===== src/rtl/bsg_manycore_load_receiver_pkg.sv =====
// Shared encodings for the manycore load receiver: request opcodes, return
// packet type, FSM states and CSR offsets.
package bsg_manycore_load_receiver_pkg;

  typedef enum logic [1:0] {
    OP_LOAD  = 2'd0,
    OP_STORE = 2'd1,
    OP_BAD2  = 2'd2,
    OP_BAD3  = 2'd3
  } op_e;

  typedef enum logic {
    RET_CREDIT = 1'b0,
    RET_DATA   = 1'b1
  } ret_type_e;

  typedef enum logic [1:0] {
    S_IDLE,
    S_MEM_REQ,
    S_READ_WAIT,
    S_RETURN
  } state_e;

  localparam logic [1:0] CSR_FREEZE_OFFSET = 2'd0;

  // clog2 that never yields a zero-width address
  function automatic int safe_clog2(input int n);
    return (n <= 1) ? 1 : $clog2(n);
  endfunction

endpackage


===== src/rtl/bsg_manycore_load_receiver_if.sv =====
// Local data-memory port of the load receiver; master is the receiver side.
interface bsg_manycore_load_receiver_if #(
  parameter int data_width_p      = 32,
  parameter int dmem_addr_width_p = 10
);
  logic                         mem_v_o;
  logic                         mem_w_o;
  logic [dmem_addr_width_p-1:0] mem_addr_o;
  logic [data_width_p-1:0]      mem_data_o;
  logic [data_width_p/8-1:0]    mem_mask_o;
  logic                         mem_yumi_i;
  logic [data_width_p-1:0]      mem_data_i;

  modport master (
    output mem_v_o, mem_w_o, mem_addr_o, mem_data_o, mem_mask_o,
    input  mem_yumi_i, mem_data_i
  );

  modport slave (
    input  mem_v_o, mem_w_o, mem_addr_o, mem_data_o, mem_mask_o,
    output mem_yumi_i, mem_data_i
  );
endinterface


===== src/rtl/bsg_two_fifo.sv =====
// Two-entry valid/ready FIFO with a yumi-style dequeue.
module bsg_two_fifo #(
  parameter int width_p = 8
) (
  input  logic               clk_i,
  input  logic               reset_i,
  output logic               ready_o,
  input  logic               v_i,
  input  logic [width_p-1:0] data_i,
  output logic               v_o,
  output logic [width_p-1:0] data_o,
  input  logic               yumi_i
);

  logic [width_p-1:0] mem_q [0:1];
  logic               wptr_q, rptr_q;
  logic [1:0]         count_q, count_d;
  logic               enq, deq;

  // Ready is suppressed during reset so nothing is accepted into a clearing buffer
  assign ready_o = (count_q != 2'd2) & ~reset_i;
  assign v_o     = (count_q != 2'd0);
  assign data_o  = mem_q[rptr_q];
  assign enq     = v_i & ready_o;
  assign deq     = yumi_i & v_o;
  assign count_d = count_q + {1'b0, enq} - {1'b0, deq};

  always_ff @(posedge clk_i) begin
    if (reset_i) begin
      wptr_q  <= 1'b0;
      rptr_q  <= 1'b0;
      count_q <= 2'd0;
    end else begin
      if (enq) wptr_q <= ~wptr_q;
      if (deq) rptr_q <= ~rptr_q;
      count_q <= count_d;
    end
  end

  always_ff @(posedge clk_i) begin
    if (enq) mem_q[wptr_q] <= data_i;
  end

endmodule


===== src/rtl/bsg_manycore_load_receiver.sv =====
// Services manycore load/store/CSR requests against local dmem and returns
// exactly one credit or data packet per request, in arrival order.
module bsg_manycore_load_receiver
  import bsg_manycore_load_receiver_pkg::*;
#(
  parameter int addr_width_p   = 32,
  parameter int data_width_p   = 32,
  parameter int x_cord_width_p = 2,
  parameter int y_cord_width_p = 3,
  parameter int dmem_els_p     = 1024
) (
  input  logic                      clk_i,
  input  logic                      reset_i,
  input  logic [x_cord_width_p-1:0] my_x_i,
  input  logic [y_cord_width_p-1:0] my_y_i,

  input  logic in_v_i,
  input  logic [addr_width_p+2+data_width_p/8+data_width_p+y_cord_width_p+x_cord_width_p-1:0] in_packet_i,
  output logic in_ready_o,

  bsg_manycore_load_receiver_if.master mem_if,

  output logic ret_v_o,
  output logic [1+data_width_p+y_cord_width_p+x_cord_width_p-1:0] ret_packet_o,
  input  logic ret_ready_i,

  output logic freeze_o,
  output logic err_o
);

  localparam int dmem_addr_width_lp = safe_clog2(dmem_els_p);

  typedef struct packed {
    logic [addr_width_p-1:0]   addr;
    op_e                       op;
    logic [data_width_p/8-1:0] op_ex;
    logic [data_width_p-1:0]   payload;
    logic [y_cord_width_p-1:0] src_y;
    logic [x_cord_width_p-1:0] src_x;
  } req_pkt_s;

  typedef struct packed {
    ret_type_e                 pkt_type;
    logic [data_width_p-1:0]   data;
    logic [y_cord_width_p-1:0] y_cord;
    logic [x_cord_width_p-1:0] x_cord;
  } ret_pkt_s;

  logic     fifo_v, fifo_yumi;
  req_pkt_s fifo_data;

  bsg_two_fifo #(.width_p($bits(req_pkt_s))) input_fifo (
    .clk_i   (clk_i),
    .reset_i (reset_i),
    .ready_o (in_ready_o),
    .v_i     (in_v_i),
    .data_i  (in_packet_i),
    .v_o     (fifo_v),
    .data_o  (fifo_data),
    .yumi_i  (fifo_yumi)
  );

  state_e                  state_q, state_d;
  req_pkt_s                req_q, req_d;
  ret_type_e               ret_type_q, ret_type_d;
  logic [data_width_p-1:0] ret_data_q, ret_data_d;
  logic                    freeze_q, freeze_d;
  logic                    err_q, err_d;

  logic deq_bad, deq_csr, deq_off_zero;
  assign deq_bad      = fifo_data.op[1];
  assign deq_csr      = fifo_data.addr[addr_width_p-1];
  assign deq_off_zero = (fifo_data.addr[1:0] == CSR_FREEZE_OFFSET);

  always_comb begin
    state_d    = state_q;
    req_d      = req_q;
    ret_type_d = ret_type_q;
    ret_data_d = ret_data_q;
    freeze_d   = freeze_q;
    err_d      = err_q;
    fifo_yumi  = 1'b0;

    unique case (state_q)
      S_IDLE: begin
        if (fifo_v) begin
          fifo_yumi  = 1'b1;
          req_d      = fifo_data;
          ret_type_d = (fifo_data.op == OP_LOAD) ? RET_DATA : RET_CREDIT;
          ret_data_d = '0;
          if (deq_bad) begin
            err_d   = 1'b1;
            state_d = S_RETURN;
          end else if (deq_csr) begin
            // CSR reads see freeze before any update from this same request
            if (deq_off_zero && fifo_data.op == OP_STORE)
              freeze_d = fifo_data.payload[0];
            if (deq_off_zero && fifo_data.op == OP_LOAD)
              ret_data_d = {{(data_width_p-1){1'b0}}, freeze_q};
            state_d = S_RETURN;
          end else begin
            state_d = S_MEM_REQ;
          end
        end
      end
      S_MEM_REQ: begin
        if (mem_if.mem_yumi_i)
          state_d = (req_q.op == OP_STORE) ? S_RETURN : S_READ_WAIT;
      end
      S_READ_WAIT: begin
        ret_data_d = mem_if.mem_data_i;
        state_d    = S_RETURN;
      end
      S_RETURN: begin
        if (ret_ready_i) state_d = S_IDLE;
      end
      default: state_d = S_IDLE;
    endcase
  end

  always_ff @(posedge clk_i) begin
    if (reset_i) begin
      state_q    <= S_IDLE;
      req_q      <= '0;
      ret_type_q <= RET_CREDIT;
      ret_data_q <= '0;
      freeze_q   <= 1'b1;
      err_q      <= 1'b0;
    end else begin
      state_q    <= state_d;
      req_q      <= req_d;
      ret_type_q <= ret_type_d;
      ret_data_q <= ret_data_d;
      freeze_q   <= freeze_d;
      err_q      <= err_d;
    end
  end

  ret_pkt_s ret_pkt;
  assign ret_pkt.pkt_type = ret_type_q;
  assign ret_pkt.data     = ret_data_q;
  assign ret_pkt.y_cord   = req_q.src_y;
  assign ret_pkt.x_cord   = req_q.src_x;

  // Handshake valids are forced low for the whole reset pulse, not just after the edge
  assign mem_if.mem_v_o    = (state_q == S_MEM_REQ) & ~reset_i;
  assign mem_if.mem_w_o    = (req_q.op == OP_STORE);
  assign mem_if.mem_addr_o = req_q.addr[dmem_addr_width_lp-1:0];
  assign mem_if.mem_data_o = req_q.payload;
  assign mem_if.mem_mask_o = (req_q.op == OP_STORE) ? req_q.op_ex : '1;

  assign ret_v_o      = (state_q == S_RETURN) & ~reset_i;
  assign ret_packet_o = ret_pkt;
  assign freeze_o     = freeze_q;
  assign err_o        = err_q;

  logic unused_bits;
  assign unused_bits = ^{my_x_i, my_y_i, req_q.addr};

endmodule

===== src/flat_wrapper.sv =====
// flat-port wrapper written by rule: the top's interface ports become plain ports
module bsg_manycore_load_receiver_flat import bsg_manycore_load_receiver_pkg::*;
#(
  parameter int addr_width_p   = 32,
  parameter int data_width_p   = 32,
  parameter int x_cord_width_p = 2,
  parameter int y_cord_width_p = 3,
  parameter int dmem_els_p     = 1024
)
  (clk_i, reset_i, my_x_i, my_y_i, in_v_i, in_packet_i, in_ready_o, ret_v_o, ret_packet_o, ret_ready_i, freeze_o, err_o, mem_if_mem_v_o, mem_if_mem_w_o, mem_if_mem_addr_o, mem_if_mem_data_o, mem_if_mem_mask_o, mem_if_mem_yumi_i, mem_if_mem_data_i);
  bsg_manycore_load_receiver_if #(.data_width_p(data_width_p)) mem_if_i ();
  input  logic clk_i;
  input  logic reset_i;
  input  logic [x_cord_width_p-1:0] my_x_i;
  input  logic [y_cord_width_p-1:0] my_y_i;
  input  logic in_v_i;
  input  logic [addr_width_p+2+data_width_p/8+data_width_p+y_cord_width_p+x_cord_width_p-1:0] in_packet_i;
  output logic in_ready_o;
  output logic ret_v_o;
  output logic [1+data_width_p+y_cord_width_p+x_cord_width_p-1:0] ret_packet_o;
  input  logic ret_ready_i;
  output logic freeze_o;
  output logic err_o;
  output wire logic [$bits(mem_if_i.mem_v_o)-1:0] mem_if_mem_v_o;
  output wire logic [$bits(mem_if_i.mem_w_o)-1:0] mem_if_mem_w_o;
  output wire logic [$bits(mem_if_i.mem_addr_o)-1:0] mem_if_mem_addr_o;
  output wire logic [$bits(mem_if_i.mem_data_o)-1:0] mem_if_mem_data_o;
  output wire logic [$bits(mem_if_i.mem_mask_o)-1:0] mem_if_mem_mask_o;
  input wire logic [$bits(mem_if_i.mem_yumi_i)-1:0] mem_if_mem_yumi_i;
  input wire logic [$bits(mem_if_i.mem_data_i)-1:0] mem_if_mem_data_i;
  assign mem_if_mem_v_o = mem_if_i.mem_v_o;
  assign mem_if_mem_w_o = mem_if_i.mem_w_o;
  assign mem_if_mem_addr_o = mem_if_i.mem_addr_o;
  assign mem_if_mem_data_o = mem_if_i.mem_data_o;
  assign mem_if_mem_mask_o = mem_if_i.mem_mask_o;
  assign mem_if_i.mem_yumi_i = mem_if_mem_yumi_i;
  assign mem_if_i.mem_data_i = mem_if_mem_data_i;
  bsg_manycore_load_receiver #(.addr_width_p(addr_width_p), .data_width_p(data_width_p), .x_cord_width_p(x_cord_width_p), .y_cord_width_p(y_cord_width_p), .dmem_els_p(dmem_els_p)) u_core (.clk_i(clk_i), .reset_i(reset_i), .my_x_i(my_x_i), .my_y_i(my_y_i), .in_v_i(in_v_i), .in_packet_i(in_packet_i), .in_ready_o(in_ready_o), .mem_if(mem_if_i), .ret_v_o(ret_v_o), .ret_packet_o(ret_packet_o), .ret_ready_i(ret_ready_i), .freeze_o(freeze_o), .err_o(err_o));
endmodule

===== config.mk =====
export PLATFORM = sky130hd
export DESIGN_NAME = bsg_manycore_load_receiver_flat
export DESIGN_NICKNAME = d
export VERILOG_FILES = /design/src/rtl/bsg_manycore_load_receiver_pkg.sv /design/src/rtl/bsg_manycore_load_receiver_if.sv /design/src/rtl/bsg_two_fifo.sv /design/src/rtl/bsg_manycore_load_receiver.sv /design/src/flat_wrapper.sv
export SDC_FILE = /design/constraint.sdc
export NUM_CORES = 1
export LEC_CHECK = 0
export ABC_AREA = 0
export CORE_AREA = 2 2 168 170
export DETAILED_ROUTE_END_ITERATION = 8
export DIE_AREA = 0 0 170 172
export PLACE_DENSITY = 0.65
export REMOVE_ABC_BUFFERS = 1
export SYNTH_ARGS = -nofsm -noshare
export SYNTH_HDL_FRONTEND = slang
export SYNTH_SLANG_ARGS = --single-unit

===== constraint.sdc =====
create_clock -name clk_i -period 3.9 [get_ports clk_i]
set_input_delay 0.78 -clock clk_i [delete_from_list [all_inputs] [get_ports clk_i]]
set_output_delay 0.78 -clock clk_i [all_outputs]
set_load 0.01 [all_outputs]

==> impl_metrics.csv <==
group,metric,value,unit
status,outcome,"completed",
setup_path,path_cells,"buf_4 -> inv_1 -> o21a_1 -> clkdlybuf4s50_1",
drt,dr_total_vias,4719,
logic_synthesis,yosysWarnings,0,
sta,final.period_utilization,0.733,
power_and_ir_drop,power,7.38,mW
logic_synthesis,netlist_area,7600,µm²
sta,timing.final.ws_setup,1.04,ns
floorplanning,start_util,0.277,
setup_path,slowest_delay,0.49,ns
floorplanning,dieArea,29200,µm²
power_and_ir_drop,ir_drop,0.000363,V
logic_synthesis,ys_ff_latch,203,
setup_path,worstPathRequired,3.12,ns
logic_synthesis,ys.flop_type,"edfxtp_1",
global_routing,grt_pass1_wl,24.7,mm
global_routing,antenna_found_initial,0,
drt,viasPerCell,4.40,
sta,fmax,350,MHz
sta,maxSlewViolCount,0,
logic_synthesis,synth_cell_type_count,33,
logic_synthesis,syn_area_per_cell,13.2,µm²
job,maxCapViolCount,0,
sta,max_slew_margin,0.179,
layout,stdcell_area,10300,µm²
placed_design,dp_worst_setup_slack,1.02,ns
sta,rsz0062_at_grt,"no",
clocking,cts_tree,"yes",
sta,tns,0,ns
floorplanning,dieWidth,170,µm
sta,setup_viol,0,
setup_path,worstPathMaxFanout,54,
floorplanning,die_h,172,µm
layout,final_util,0.374,
setup_path,cp_slowest_cell,"clkdlybuf4s50_1",
clocking,htreeDepth,1,
clocking,cts_sinks,203,
drt,antenna_left,0,
drt,firstDrtPassIters,4,
layout,area_growth,35.2,%
setup_path,start_kind,"primary input",
logic_synthesis,yosysTopAreaCell,"edfxtp_1",
sta,worst_slew_pin_slew,1.23,ns
power_and_ir_drop,p_per_area,718,nW/µm²
global_routing,grt_max_degree,70,
placed_design,port_buffers,180,
logic_synthesis,ys_seq_area_frac,0.677,
placed_design,dpl_cell_area,9440,µm²
logic_synthesis,synth-async-reset-ratio,0,
clocking,clockBufferDepth,3,
clocking,cts-resized-gates,0,
clocking,numCtsBuffers,24,
clocking,insertion_delay,0.52,ns
sta,hold_viol,0,
clocking,hold_buffers,0,
sta,period_needed,2.86,ns
placed_design,dp_cells,1028,
floorplanning,rows,61,
floorplanning,core,27500,µm²
drt,drc,0,
clocking,clk_pin_slew,0.06,ns
drt,wl,16.1,mm
global_routing,grt_pass1_vias,4595,
setup_path,critPathCaptureType,"primary output",
logic_synthesis,synth_cells,578,
layout,final_cell_count_no_fill,1072,
layout,drive_above_1_share,0.0785,
setup_path,cp.arrival,2.08,ns
placed_design,dp_hpwl,9.90,mm
logic_synthesis,synth.area.top_cells,"edfxtp_1 43%, dfxtp_1 25%, mux2i_1 7.0%",
drt,wire_per_inst,15.0,µm
sta,whs,0.456,ns
drt,first_iter_violations,160,
global_routing,track_usage,0.107,
power_and_ir_drop,p_leak,3.45,nW
global_routing,grt.overflow.total,0,
placed_design,gp_congestion,0.668,
min_path,hp-class,"reg2reg",
logic_synthesis,synth_edf_count,108,
layout,diodes,0,
floorplanning,boundaryPins,207,
clocking,post-cts-setup-buffers,0,
clocking,cts_root_buf,"clkbuf_16",
logic_synthesis,synth_top_cell_area_share,0.427,
sta,fin_skew,0.0177,ns
layout,n_fill_cell,2628,
layout,nets,832,
setup_path,crit_type,"in2out",
==> cells in the mapped netlist (3+ instances only) <==
| cell type | instances |
|---|---|
| edfxtp_1 | 108 |
| dfxtp_1 | 95 |
| nor2_1 | 93 |
| mux2i_1 | 53 |
| a211oi_1 | 52 |
| buf_4 | 48 |
| a22oi_1 | 31 |
| clkbuf_1 | 22 |
| buf_2 | 10 |
| inv_1 | 9 |
| a21oi_1 | 8 |
| ha_1 | 7 |
| nand2_1 | 7 |
| nor2b_1 | 5 |
| nand2b_1 | 4 |
| xnor2_1 | 3 |
==> final timing paths <==
check,startpoint,endpoint,slack (ns),cells after the start
setup / recovery,reset_i,in_ready_o,1.04,4
hold / removal,u_core.req_q[41]$_SDFFE_PP0P_,u_core.req_q[41]$_SDFFE_PP0P_,0.46,2
setup reg to reg,u_core.state_q[0]$_SDFFE_PP0P_,u_core.input_fifo.count_q[1]$_SDFF_PP0_,1.33,9
hold reg to reg,u_core.req_q[41]$_SDFFE_PP0P_,u_core.req_q[41]$_SDFFE_PP0P_,0.46,2
==> cell type report <==
| cell class | instances | area (µm²) | share of cell area |
|---|---|---|---|
| Multi-Input combinational cell | 283 | 1940 | 0.189 |
| Sequential cell | 203 | 5150 | 0.501 |
| Clock buffer | 34 | 668 | 0.0650 |
| Tap cell | 346 | 433 | 0.0421 |
| Timing Repair Buffer | 186 | 1880 | 0.183 |
| Clock inverter | 10 | 169 | 0.0164 |
| Inverter | 10 | 38.8 | 0.00377 |
==> power breakdown <==
group	switching, mW	internal, mW	leakage (nW)
combinational	1.01	1.08	1.27
sequential	0.259	2.70	1.77
clock	0.866	1.46	0.409
total	2.14	5.24	3.45
==> logic make-up (layout without fill, tap and decap cells) <==
group | after synthesis | count (layout) | synth area share
XOR/XNOR | 4 | 4 | 0.00461
buffers and inverters | 92 | 240 | 0.0708
multiplexers | 55 | 55 | 0.0728
adder cells (fa/ha/maj) | 7 | 7 | 0.0115
flip-flops | 203 | 203 | 0.677
AND/OR/NAND/NOR | 115 | 115 | 0.0649
AO/OA/AOI/OAI | 102 | 102 | 0.0986
==> routing by layer <==
metal / global-route usage / wire length [µm] / vias up / part of all wire
li1: - / - / 2319 / -
met1: 0.127 / 6800 / 2209 / 0.42
met3: 0.0391 / 1480 / 24 / 0.092
met4: 0.0305 / 415 / 0 / 0.026
met5: 0 / 0 / - / 0
met2: 0.185 / 7410 / 167 / 0.46
==> layout by cell type, fill, tap and decap left out, types with 3 or more instances in the layout <==
cell type / instances
edfxtp_1: 108
clkdlybuf4s50_1: 179
buf_4: 4
a21oi_1: 8
a211oi_1: 52
mux2i_1: 53
nand2b_1: 4
clkbuf_16: 24
clkbuf_1: 7
clkbuf_8: 3
buf_12: 3
nand2_1: 7
a22oi_1: 31
xnor2_1: 3
nor2_1: 91
nor2b_1: 4
clkinv_2: 4
inv_1: 9
bufinv_16: 4
dfxtp_1: 94
ha_1: 7
==> sequential cells by signal, indices dropped and copies added (netlist names), named ones only <==
signal / flops
u_core.input_fifo.mem_q: 108
u_core.ret_data_q: 32
u_core.input_fifo.rptr_q: 1
u_core.input_fifo.count_q: 2
u_core.input_fifo.wptr_q: 1
u_core.req_q: 6
u_core.freeze_o: 1
u_core.mem_if.mem_data_o: 32
u_core.err_o: 1
u_core.ret_type_q: 1
u_core.state_q: 2
u_core.mem_if.mem_addr_o: 10
u_core.ret_packet_o: 5
==> critical path, delay by kind of cell <==
kind	cells	cell delay, ns
buf+inv	3	1.15
compound gates	1	0.14
Note: power is estimated with default switching activity, not from simulation.
